## src/rtl/dmem_pkg.sv

```systemverilog
// Shared constants and FSM state type for the data-memory arbiter.
package dmem_pkg;

  localparam int unsigned AW    = 6;
  localparam int unsigned DW    = 8;
  localparam int unsigned DEPTH = 2 ** AW;

  typedef enum logic [1:0] {
    StInit,
    StClear,
    StServe
  } state_e;

endpackage

```

## src/rtl/dmem_arbiter_if.sv

```systemverilog
// One requester port of the data-memory arbiter: req/gnt handshake plus read return.
interface dmem_arbiter_if;
  import dmem_pkg::*;

  logic          req;
  logic          we;
  logic [AW-1:0] addr;
  logic [DW-1:0] wdata;
  logic          gnt;
  logic          rvalid;
  logic [DW-1:0] rdata;

  modport master (
    output req, we, addr, wdata,
    input  gnt, rvalid, rdata
  );

  modport slave (
    input  req, we, addr, wdata,
    output gnt, rvalid, rdata
  );

endinterface

```

## src/rtl/dmem_arbiter_rr_arb2.sv

```systemverilog
// Two-way round-robin grant with its priority register; grants only while en is high.
module rr_arb2 (
  input  logic       clk,
  input  logic       rst_n,
  input  logic       en,
  input  logic [1:0] req,
  output logic [1:0] gnt
);

  logic prio_q, prio_d;

  always_comb begin
    gnt = 2'b00;
    if (en) begin
      case (req)
        2'b01:   gnt = 2'b01;
        2'b10:   gnt = 2'b10;
        2'b11:   gnt = prio_q ? 2'b10 : 2'b01;
        default: gnt = 2'b00;
      endcase
    end
  end

  // The port just served drops to the lower priority.
  always_comb begin
    prio_d = prio_q;
    if (gnt[0]) begin
      prio_d = 1'b1;
    end else if (gnt[1]) begin
      prio_d = 1'b0;
    end
  end

  always_ff @(posedge clk or negedge rst_n) begin
    if (!rst_n) begin
      prio_q <= 1'b0;
    end else begin
      prio_q <= prio_d;
    end
  end

endmodule

```

## src/rtl/dmem_arbiter.sv

```systemverilog
// Shares the single 64x8 RAM port between two requesters and zero-fills the RAM
// after reset or on clr_req, so the RAM's own reset is never used.
module dmem_arbiter
  import dmem_pkg::*;
(
  input  logic           clk,
  input  logic           rst_n,
  dmem_arbiter_if.slave  p0,
  dmem_arbiter_if.slave  p1,
  input  logic           clr_req,
  output logic           busy,
  output logic [AW-1:0]  ram_a,
  output logic [DW-1:0]  ram_d,
  output logic           ram_we,
  output logic           ram_re,
  output logic           ram_rst,
  input  logic [DW-1:0]  ram_q
);

  state_e        state_q, state_d;
  logic [AW-1:0] cnt_q, cnt_d;
  logic [1:0]    gnt;
  logic [1:0]    rd_gnt;
  logic [1:0]    rvalid_q;
  logic [DW-1:0] p0_rdata_q, p1_rdata_q;
  logic          arb_en;

  assign arb_en = (state_q == StServe) && !clr_req;

  rr_arb2 u_rr_arb2 (
    .clk   (clk),
    .rst_n (rst_n),
    .en    (arb_en),
    .req   ({p1.req, p0.req}),
    .gnt   (gnt)
  );

  assign rd_gnt = gnt & {~p1.we, ~p0.we};

  // State register
  always_ff @(posedge clk or negedge rst_n) begin
    if (!rst_n) begin
      state_q <= StInit;
      cnt_q   <= '0;
    end else begin
      state_q <= state_d;
      cnt_q   <= cnt_d;
    end
  end

  // Next state
  always_comb begin
    state_d = state_q;
    cnt_d   = cnt_q;
    unique case (state_q)
      StInit: state_d = StClear;
      StClear: begin
        if (cnt_q == AW'(DEPTH - 1)) begin
          state_d = StServe;
          cnt_d   = '0;
        end else begin
          cnt_d = cnt_q + AW'(1);
        end
      end
      StServe: begin
        if (clr_req) begin
          state_d = StClear;
        end
      end
      default: state_d = StInit;
    endcase
  end

  // Outputs: RAM mux
  always_comb begin
    ram_a  = '0;
    ram_d  = '0;
    ram_we = 1'b0;
    ram_re = 1'b0;
    unique case (state_q)
      StClear: begin
        ram_a  = cnt_q;
        ram_we = 1'b1;
      end
      StServe: begin
        if (gnt[0]) begin
          ram_a  = p0.addr;
          ram_d  = p0.wdata;
          ram_we = p0.we;
          ram_re = ~p0.we;
        end else if (gnt[1]) begin
          ram_a  = p1.addr;
          ram_d  = p1.wdata;
          ram_we = p1.we;
          ram_re = ~p1.we;
        end
      end
      default: ;
    endcase
  end

  assign busy    = (state_q != StServe);
  assign ram_rst = 1'b0;

  // Read return; rvalid is registered so a following clear cannot swallow it.
  always_ff @(posedge clk or negedge rst_n) begin
    if (!rst_n) begin
      rvalid_q   <= 2'b00;
      p0_rdata_q <= '0;
      p1_rdata_q <= '0;
    end else begin
      rvalid_q <= rd_gnt;
      if (rd_gnt[0]) begin
        p0_rdata_q <= ram_q;
      end
      if (rd_gnt[1]) begin
        p1_rdata_q <= ram_q;
      end
    end
  end

  assign p0.gnt    = gnt[0];
  assign p1.gnt    = gnt[1];
  assign p0.rvalid = rvalid_q[0];
  assign p1.rvalid = rvalid_q[1];
  assign p0.rdata  = p0_rdata_q;
  assign p1.rdata  = p1_rdata_q;

endmodule

```

## src/flat_wrapper.sv

```systemverilog
// flat-port wrapper written by rule: the top's interface ports become plain ports
module dmem_arbiter_flat import dmem_pkg::*;
  (clk, rst_n, clr_req, busy, ram_a, ram_d, ram_we, ram_re, ram_rst, ram_q, p0_req, p0_we, p0_addr, p0_wdata, p0_gnt, p0_rvalid, p0_rdata, p1_req, p1_we, p1_addr, p1_wdata, p1_gnt, p1_rvalid, p1_rdata);
  dmem_arbiter_if p0_i ();
  dmem_arbiter_if p1_i ();
  input  logic clk;
  input  logic rst_n;
  input  logic clr_req;
  output logic busy;
  output logic [AW-1:0] ram_a;
  output logic [DW-1:0] ram_d;
  output logic ram_we;
  output logic ram_re;
  output logic ram_rst;
  input  logic [DW-1:0] ram_q;
  input wire logic [$bits(p0_i.req)-1:0] p0_req;
  input wire logic [$bits(p0_i.we)-1:0] p0_we;
  input wire logic [$bits(p0_i.addr)-1:0] p0_addr;
  input wire logic [$bits(p0_i.wdata)-1:0] p0_wdata;
  output wire logic [$bits(p0_i.gnt)-1:0] p0_gnt;
  output wire logic [$bits(p0_i.rvalid)-1:0] p0_rvalid;
  output wire logic [$bits(p0_i.rdata)-1:0] p0_rdata;
  input wire logic [$bits(p1_i.req)-1:0] p1_req;
  input wire logic [$bits(p1_i.we)-1:0] p1_we;
  input wire logic [$bits(p1_i.addr)-1:0] p1_addr;
  input wire logic [$bits(p1_i.wdata)-1:0] p1_wdata;
  output wire logic [$bits(p1_i.gnt)-1:0] p1_gnt;
  output wire logic [$bits(p1_i.rvalid)-1:0] p1_rvalid;
  output wire logic [$bits(p1_i.rdata)-1:0] p1_rdata;
  assign p0_i.req = p0_req;
  assign p0_i.we = p0_we;
  assign p0_i.addr = p0_addr;
  assign p0_i.wdata = p0_wdata;
  assign p0_gnt = p0_i.gnt;
  assign p0_rvalid = p0_i.rvalid;
  assign p0_rdata = p0_i.rdata;
  assign p1_i.req = p1_req;
  assign p1_i.we = p1_we;
  assign p1_i.addr = p1_addr;
  assign p1_i.wdata = p1_wdata;
  assign p1_gnt = p1_i.gnt;
  assign p1_rvalid = p1_i.rvalid;
  assign p1_rdata = p1_i.rdata;
  dmem_arbiter u_core (.clk(clk), .rst_n(rst_n), .p0(p0_i), .p1(p1_i), .clr_req(clr_req), .busy(busy), .ram_a(ram_a), .ram_d(ram_d), .ram_we(ram_we), .ram_re(ram_re), .ram_rst(ram_rst), .ram_q(ram_q));
endmodule
```

## config.mk

```make
export PLATFORM = sky130hd
export DESIGN_NAME = dmem_arbiter_flat
export DESIGN_NICKNAME = d
export VERILOG_FILES = /design/src/rtl/dmem_pkg.sv /design/src/rtl/dmem_arbiter_if.sv /design/src/rtl/dmem_arbiter_rr_arb2.sv /design/src/rtl/dmem_arbiter.sv /design/src/flat_wrapper.sv
export SDC_FILE = /design/constraint.sdc
export NUM_CORES = 1
export LEC_CHECK = 0
export ABC_AREA = 1
export CAP_MARGIN = 0
export CELL_PAD_IN_SITES_DETAIL_PLACEMENT = 0
export CELL_PAD_IN_SITES_GLOBAL_PLACEMENT = 1
export CORE_MARGIN = 2
export CORE_UTILIZATION = 25
export CTS_CLUSTER_SIZE = 40
export DETAILED_ROUTE_END_ITERATION = 10
export GPL_ROUTABILITY_DRIVEN = 0
export PLACE_DENSITY = 0.87
export SLEW_MARGIN = 15
export SYNTH_ARGS = -nofsm -noshare
export SYNTH_HDL_FRONTEND = slang
export SYNTH_SLANG_ARGS = --single-unit
```

## constraint.sdc

```tcl
create_clock -name clk -period 1.42 [get_ports clk]
set_input_delay 0.284 -clock clk [delete_from_list [all_inputs] [get_ports clk]]
set_output_delay 0.284 -clock clk [all_outputs]
set_load 0.1 [all_outputs]
```

# Yosys cells after proc, flatten, opt, wreduce, memory -nomap -nowiden
# Index checks and enable logic that the tools add are counted.
# word_totals
memories	0
reg_bits	27
mem_bits_rw	0
latch_bits	0
romBits	0
out_inout_bits	38
# op_classes
n_mux	21
n_bitwise	3
eq_ne	9
reduce_logical	5
n_lt_le_gt_ge	0
mul	0
add_sub_neg	1
div_mod_pow	0
n_shift	0
# ops
operator	n
8-bit two-way mux	3
6-bit two-way mux	3
2-bit case mux with 3 select lines	2
6-bit case mux with 2 select lines	1
2-bit two-way mux	4
1-bit two-way mux	7
6-bit by 1-bit adder with 6-bit output (second input constant)	1
2-bit equality test (second input constant)	3
6-bit equality test (second input constant)	1
2-bit by 1-bit equality test with 1-bit output (second input constant)	2
2-bit != test (second input constant)	2
2-bit bitwise AND	1
2-bit logical NOT	1
2-bit by 1-bit != test with 1-bit output (second input constant)	1
1-bit inverter	2
1-bit case mux with 2 select lines	1
2-bit AND reduction	1
2-bit nonzero test	1
1-bit logical AND	1
1-bit logical NOT	1

# Longest topological paths before layout
# Gate-level depths: netlist of run 1.
# logic_depth
ltp_word	6
depth_mapped	9
depth_no_buf	9

# Hierarchy
# A second synthesis of run 1 with hierarchy kept.
# hier_totals
hier_cells	215
area_unflattened_um2	1582.8
# modules_own_cells
mod	instances	seq_area_each_um2	cells_per_inst	area_per_inst_um2
dmem_arbiter	1	650.6	203	1511.4
rr_arb2	1	25.0	12	71.3

# Least setup slack after synthesis of run 1
# OpenSTA, ideal clock, no wires.
# synth_timing
path_type	reg-to-output
start	reg u_core.state_q[0]
end	out ram_re
stages_incl_launch_ff	8
n_path_buf	1
t_required_ns	1.136
slack_ns	-1.661
t_arrival_ns	2.797
path_cell_list	dfrtp_1 > inv_1 > ha_1 > inv_2 > nor2_8 > nand3_4 > clkbuf_2 > o22ai_1
# synth_between
elab_chain_len	6
# synth_lines
element	line	rtl
start, declared	dmem_arbiter.sv:20	state_e state_q, state_d;
start signal, assigned	dmem_arbiter.sv:43	state_q <= StInit;
start signal, assigned	dmem_arbiter.sv:46	state_q <= state_d;
2-bit equality test *	dmem_arbiter.sv:28, dmem_arbiter.sv:80	
1-bit logical AND	dmem_arbiter.sv:28	assign arb_en = (state_q == StServe) && !clr_req;
2-bit two-way mux	dmem_arbiter_rr_arb2.sv:14	if (en) begin
1-bit two-way mux	dmem_arbiter.sv:91	end else if (gnt[1]) begin
1-bit two-way mux	dmem_arbiter.sv:86	if (gnt[0]) begin
1-bit two-way mux *	dmem_arbiter.sv:80	unique case (state_q)
end, declared	flat_wrapper.sv:13	output logic ram_re;
# Every way passes the cells marked *; elsewhere a longest branch is shown, timed or not.

# Worst setup path after layout of run 1
# Ends and elaborated chain as after synthesis.

==> results of run 1 <==
stage by stage:
stage | hold WS, ns | power, uW | area [um^2] | instances | TNS, ns
floorplan | -0.0116 | 941 | 1820 | 207 | -9.89
global placement | 0.491 | 1160 | 3200 | 376 | -16.00
detailed placement | 0.500 | 1160 | 3200 | 376 | -16.95
CTS | 0.403 | 1620 | 3380 | 384 | -14.50
global route | 0.433 | 1670 | 3540 | 390 | -17.86
finish | 0.383 | 1610 | 3540 | 390 | -14.29
how the worst min path moves through the flow:
stage                          startpoint                 end  slack (ns)  depth (start not counted)
after floorplan                     rst_n     u_core.cnt_q[0]       -0.01                          0
after global placement    u_core.cnt_q[4]     u_core.cnt_q[4]        0.49                          1
after detailed placement  u_core.cnt_q[4]     u_core.cnt_q[4]        0.50                          1
after CTS                           rst_n  u_core.p0.rdata[5]        0.40                          2
after global routing                rst_n  u_core.p0.rdata[4]        0.43                          2
final                               rst_n  u_core.p1.rdata[7]        0.38                          2
synth_stat cells:
cell	number	share of area (%)
nand2_1	84	20
dfrtp_1	27	42
o21ai_0	19	5.9
nand4_1	15	5.9
inv_1	14	3.3
nand3_1	11	3.4
ha_1	5	3.9
buf_4	4	1.9
nor2_1	4	0.94
inv_2	3	0.70
clkbuf_1	2	0.47
nand2_4	2	1.4
nand3_4	2	2.2
nor2_8	2	2.5
buf_2	1	0.31
buf_6	1	0.70
clkbuf_2	1	0.31
clkinv_1	1	0.23
conb_1	1	0.23
mux2i_1	1	0.62
nor2_4	1	0.70
nor3_1	1	0.31
o21ai_1	1	0.31
o21bai_1	1	0.47
o22ai_1	1	0.39
xnor2_1	1	0.55
xor2_1	1	0.55
power breakdown:
part           switching [uW]  internal (uW)  total [uW]
clock network             255            199         454
registers                14.7            781         796
logic                     198            167         364
layout make-up:
| cell class | count | share of cell area (%) |
|---|---|---|
| repair buffers | 108 | 40.4 |
| inverters | 18 | 3.36 |
| clock buffers | 3 | 1.17 |
| clock inverters | 1 | 0.212 |
| repair inverters | 1 | 0.247 |
| flip-flops and latches | 27 | 19.1 |
| multi-input cells | 155 | 32.7 |
| well taps | 77 | 2.72 |
cells by family after synthesis:
| group | after synthesis |
|---|---|
| other | 1 |
| multiplexers | 1 |
| flip-flops | 27 |
| XOR/XNOR | 2 |
| AO/OA/AOI/OAI | 22 |
| AND/OR/NAND/NOR | 122 |
| adder cells (fa/ha/maj) | 5 |
| buffers and inverters | 27 |
registers in the layout, summed over array words and instances, names as in the netlist:
name	cells
u_core.cnt_q	6
u_core.p0.rdata	8
u_core.p1.rdata	8
u_core.rvalid_q	2
u_core.state_q	2
u_core.u_rr_arb2.prio_q	1
repair_timing:
item	4_1_cts	5_1_grt
cloned	2	1
gates resized for setup	33	42
setup endpoints to repair	42	42
pin swaps	5	9
setup buffers	2	6
layer usage:
| layer | share of wire, % | GRT usage, % | up-vias |
|---|---|---|---|
| met5 | 0 | 0 | - |
| met4 | 1.1 | 3.67 | 0 |
| met2 | 54 | 26.2 | 54 |
| li1 | - | - | 887 |
| met3 | 3.3 | 1.38 | 4 |
| met1 | 42 | 18.6 | 845 |
==> reports/metrics.csv, run 1 <==
stage;metric;value;unit
outcome;status;finished, violations left;
outcome;violations;negative setup slack;
routing;dr.pass1.iters;4;
floorplan;initial_core_util;25.5;%
global_routing;grt_pass1_wl;8450;um
worst_setup_path;path_cells;inv_2 -> ha_4 -> inv_8 -> nor2_8 -> nand3_4 -> buf_6 -> o22ai_4 -> buf_12;
yosys;synth_compound_area_share;7.10;%
worst_setup_path;reg2reg_depth;10;
sta;fin_ws;-0.644;ns
cts;cts_buffers;3;
worst_setup_path;critPathRequiredTime;1.14;ns
routing;ant_nets;0;
sta;grt_setup_unrepaired;true;
worst_setup_path;slowest_stage;dfrtp_1;
power_and_ir_drop;power_leakage;0.00162;uW
yosys;syn_nets;255;
global_routing;grt_max_degree;28;
routing;wl_per_cell;13.4;um
sta;fin_crit;2.06;ns
placement;dp_worst_setup_slack;-0.517;ns
floorplan;die_w;84.1;um
yosys;synth_xor_area_share;1.09;%
yosys;synth_area_per_cell;7.74;um^2
yosys;synth_top_family_by_area;simple AND/OR/NAND/NOR gates;
worst_setup_path;critPathTopFamily;buffers and inverters;
floorplan;boundaryPins;81;
yosys;synthMuxAreaShare;0.625;%
floorplan;core;0.00628;mm^2
cts;cts_tree;yes;
hold_path;worstHoldPathType;input port to asynchronous set/reset pin;
yosys;ys_seq_area_share;42.2;%
worst_setup_path;r2r_end;u_core.p1.rdata[6];
yosys;ys_ff_latch;27;
power_and_ir_drop;ir_drop;0.395;mV
yosys;synthSimpleGateAreaFrac;37.0;%
sta;slew_violations;0;
yosys;synthAdderAreaFrac;3.90;%
finish;nFillCells;539;
cts;holdBufCountCts;0;
sta;timing.final.setup_violations;38;
worst_setup_path;crit_end;ram_re;
run;drv_cap;0;
cts;cts.clk_slew.worst_paths;0.10;ns
floorplan;die_h;84.1;um
yosys;synth_warnings;0;
sta;fmax;0.485;GHz
global_routing;grt_pass1_vias;1823;
sta;finClkSkew;0.00992;ns
worst_setup_path;critPathLaunchType;flip-flop;
worst_setup_path;r2r_setup_slack;-0.24;ns
yosys;syn-cell-area;0.00160;mm^2
worst_setup_path;crit_arrival;1.78;ns
cts;cts_root_buffer;clkbuf_8;
routing;drc;0;
sta;hold_viol_final;0;
finish;multi_input_area;0.00116;mm^2
worst_setup_path;worst-path-max-fanout;6;
worst_setup_path;worstSetupPathType;flip-flop to output pin;
worst_setup_path;startpoint;u_core.state_q[0];
yosys;syn_inst;207;
routing;drt_iter0_drc;52;
global_routing;antenna_found_initial;0;
finish;final_nets;362;
routing;dr_total_vias;1790;
cts;cts_sinks;27;
cts;clock_latency;0.28;ns
worst_setup_path;cp_num_buf_inv;4;
floorplan;die_area;0.00707;mm^2
worst_setup_path;cp-end-kind;output pin;
finish;drive_above_1_share;44.1;%
floorplan;row_count;29;
finish;seqCellArea;677;um^2
worst_setup_path;cp_num_cells;8;
cts;htreeDepth;1;
finish;final_common_cell;nand2_1;
cts;cts_buffer_depth;2;
routing;routed_wl;5220;um
global_routing;track_usage;14.6;%
global_routing;grt-ovfl-total;0;
finish;final_cell_mix;47 x nand2_1, 42 x clkdlybuf4s50_1, 40 x buf_12;
yosys;synthDistinctLibCells;27;
placement;hpwl;3850;um
sta;fin_crit_sh;145;%
worst_setup_path;r2r-start;u_core.state_q[0];
finish;final_util;56.4;%
finish;syn2layout_area_growth;121;%
worst_setup_path;cpPeakStageDelay;0.40;ns
placement;portBuffers;79;
power_and_ir_drop;p_per_area;456;mW/mm^2
routing;via_per_inst;4.59;
finish;diodes;0;
Note: power is estimated with default switching activity, not from simulation.
==> run 2, diff against run 1 <==
--- a/config.mk
+++ b/config.mk
@@ -10,11 +10,12 @@
 export CELL_PAD_IN_SITES_DETAIL_PLACEMENT = 0
 export CELL_PAD_IN_SITES_GLOBAL_PLACEMENT = 1
 export CORE_MARGIN = 2
-export CORE_UTILIZATION = 25
+export CORE_UTILIZATION = 26
+export CTS_BUF_LIST = sky130_fd_sc_hd__clkbuf_8
 export CTS_CLUSTER_SIZE = 40
 export DETAILED_ROUTE_END_ITERATION = 10
 export GPL_ROUTABILITY_DRIVEN = 0
-export PLACE_DENSITY = 0.87
+export PLACE_DENSITY = 0.89
 export SLEW_MARGIN = 15
 export SYNTH_ARGS = -nofsm -noshare
 export SYNTH_HDL_FRONTEND = slang
==> run 2 against run 1 <==
The run still ends with negative setup slack left. Critical path depth rose by 2. Cell count fell by 0.26%. Critical endpoint is now ram_a[1]. Clock power rose by 2%. Register-to-register slack got worse by 0.09 ns.
==> reports/metrics.csv, run 2 (synthesis results as in run 1) <==
stage;metric;value;unit;change
sta;hold_viol_final;0;;unchanged
power_and_ir_drop;finalPower;1620;uW;was 1610 uW
finish;final_cell_mix;54 x nand2_1, 42 x clkdlybuf4s50_1, 40 x buf_12;;was 47 x nand2_1, 42 x clkdlybuf4s50_1, 40 x buf_12
worst_setup_path;reg2reg_depth;11;;was 10
sta;finClkSkew;0.00404;ns;was 0.00992 ns
global_routing;track_usage;16.1;%;was 14.6%
finish;final_util;59.3;%;was 56.4%
floorplan;die_h;82.5;um;was 84.1 um
routing;wl_per_cell;13.9;um;was 13.4 um
power_and_ir_drop;p_per_area;460;mW/mm^2;was 456 mW/mm^2
finish;multi_input_area;0.00108;mm^2;was 0.00116 mm^2
placement;hpwl;4050;um;was 3850 um
cts;clock_latency;0.28;ns;about the same
worst_setup_path;r2r_setup_slack;-0.33;ns;was -0.24 ns
finish;drive_above_1_share;43.0;%;was 44.1%
sta;slew_violations;0;;unchanged
routing;routed_wl;5400;um;was 5220 um
global_routing;busiest_layer;met2;;unchanged
finish;design_area;0.00353;mm^2;was 0.00354 mm^2
placement;portBuffers;79;;unchanged
global_routing;grt.met3_usage;1.74;%;was 1.38%
worst_setup_path;worst-path-max-fanout;10;;was 6
sta;fmax;0.483;GHz;was 0.485 GHz
sta;grt_setup_unrepaired;true;;unchanged
floorplan;core;0.00596;mm^2;was 0.00628 mm^2
worst_setup_path;slowest_stage;dfrtp_1;;unchanged
worst_setup_path;worstSetupPathType;flip-flop to output pin;;unchanged
global_routing;grt-ovfl-total;0;;unchanged
floorplan;die_area;0.00681;mm^2;was 0.00707 mm^2
worst_setup_path;path_cells;inv_2 -> ha_4 -> inv_8 -> nor2_8 -> buf_12 -> nand4_1 -> nand3_1 -> nand2_1 -> clkinvlp_4 -> buf_12;;was inv_2 -> ha_4 -> inv_8 -> nor2_8 -> nand3_4 -> buf_6 -> o22ai_4 -> buf_12
floorplan;initial_core_util;26.9;%;was 25.5%
worst_setup_path;crit_arrival;1.79;ns;was 1.78 ns
routing;drt_iter0_drc;31;;was 52
finish;seqCellArea;676;um^2;was 677 um^2
outcome;violations;negative setup slack;;unchanged
worst_setup_path;cp-end-kind;output pin;;unchanged
cts;htreeDepth;1;;unchanged
sta;fin_ws;-0.651;ns;was -0.644 ns
routing;via_per_inst;4.67;;was 4.59
sta;fin_crit;2.07;ns;was 2.06 ns
cts;cts_root_buffer;clkbuf_8;;unchanged
floorplan;boundaryPins;81;;unchanged
power_and_ir_drop;ir_drop;0.459;mV;was 0.395 mV
cts;cts_sinks;27;;unchanged
routing;dr_total_vias;1816;;was 1790
global_routing;antenna_found_initial;0;;unchanged
power_and_ir_drop;power_leakage;0.00160;uW;was 0.00162 uW
global_routing;use_met2;29.3;%;was 26.2%
floorplan;row_count;28;;was 29
placement;post_dp_cell_area;0.00320;mm^2;about the same
finish;diodes;0;;unchanged
sta;fin_crit_sh;146;%;was 145%
routing;ant_nets;0;;unchanged
cts;cts_buffer_depth;2;;unchanged
finish;final_common_cell;nand2_1;;unchanged
finish;final_nets;363;;was 362
worst_setup_path;critPathRequiredTime;1.14;ns;about the same
worst_setup_path;r2r_end;u_core.p0.rdata[3];;was u_core.p1.rdata[6]
finish;syn2layout_area_growth;121;%;about the same
outcome;status;finished, violations left;;unchanged
cts;cts.clk_slew.worst_paths;0.10;ns;about the same
finish;nFillCells;505;;was 539
worst_setup_path;timing.critical_path.mode_cell;buf_12;;
routing;drc;0;;unchanged
cts;cts_buffers;3;;unchanged
sta;timing.final.setup_violations;38;;unchanged
cts;cts_tree;yes;;unchanged
worst_setup_path;r2r-start;u_core.state_q[0];;unchanged
hold_path;worstHoldPathType;input port to asynchronous set/reset pin;;unchanged
global_routing;grt_pass1_wl;8330;um;was 8450 um
floorplan;die_w;82.5;um;was 84.1 um
worst_setup_path;cpPeakStageDelay;0.40;ns;about the same
global_routing;grtUsageMet1;19.4;%;was 18.6%
global_routing;grt_max_degree;28;;unchanged
run;drv_cap;0;;unchanged
routing;dr.pass1.iters;4;;unchanged
global_routing;grt_pass1_vias;1827;;was 1823
worst_setup_path;critPathLaunchType;flip-flop;;unchanged
## run 2: worst max path at each step
| stage | from | endpoint | cells past startpoint |
|---|---|---|---|
| after floorplan | u_core.state_q[0] | ram_re | 7 |
| after global placement | p0_req | ram_re | 6 |
| after detailed placement | p0_req | ram_d[3] | 7 |
| after CTS | u_core.state_q[0] | ram_a[0] | 10 |
| after global routing | u_core.state_q[0] | ram_a[2] | 10 |
| final | u_core.state_q[0] | ram_a[1] | 10 |
## run 2: report_power, final
part	internal (uW)	leakage, uW	switching, uW
registers	781	0.000354	15.4
logic	174	0.00122	193
clock network	200	0.0000217	261
total	1150	0.00160	470
## run 2: layer usage
metal  part of all wire, %  up-vias
met3                   5.8        5
met2                    51       58
met4                   1.3        0
li1                      -      888
met5                     0        -
met1                    42      865
## run 2: worst max-delay path: cells and delay by family (launching register included)
kind	cells	cell delay [ns]
and+or+nand+nor	4	0.40
DFF	1	0.40
adders and majority gates	1	0.17
buffers and inverters	5	0.54
## run 2: timing repair
action | 4_1_cts | 5_1_grt
buffers inserted | 3 | 6
gates cloned | 3 | 1
pin swaps | 6 | 14
resized for setup | 42 | 25
hold buffers | 0 | 0
setup endpoints to repair | 44 | 41
## run 2: metrics by stage
step / hold WS, ns / worst slack, ns / setup TNS, ns / instances
final: 0.367 / -0.651 / -16.05 / 389
after global routing: 0.380 / -0.751 / -19.31 / 389
after CTS: 0.386 / -0.658 / -15.60 / 384
after detailed placement: 0.539 / -0.509 / -17.01 / 374
after global placement: 0.516 / -0.498 / -16.27 / 374
after floorplan: -0.0116 / -0.642 / -9.89 / 207
## run 2: final cells by class
cell class | count | share of cell area [%]
Multi-Input combinational cell | 155 | 30.7
Timing Repair Buffer | 110 | 42.6
Sequential cell | 27 | 19.1
Inverter | 18 | 3.58
Tap cell | 75 | 2.65
Clock buffer | 3 | 1.17
Clock inverter | 1 | 0.212
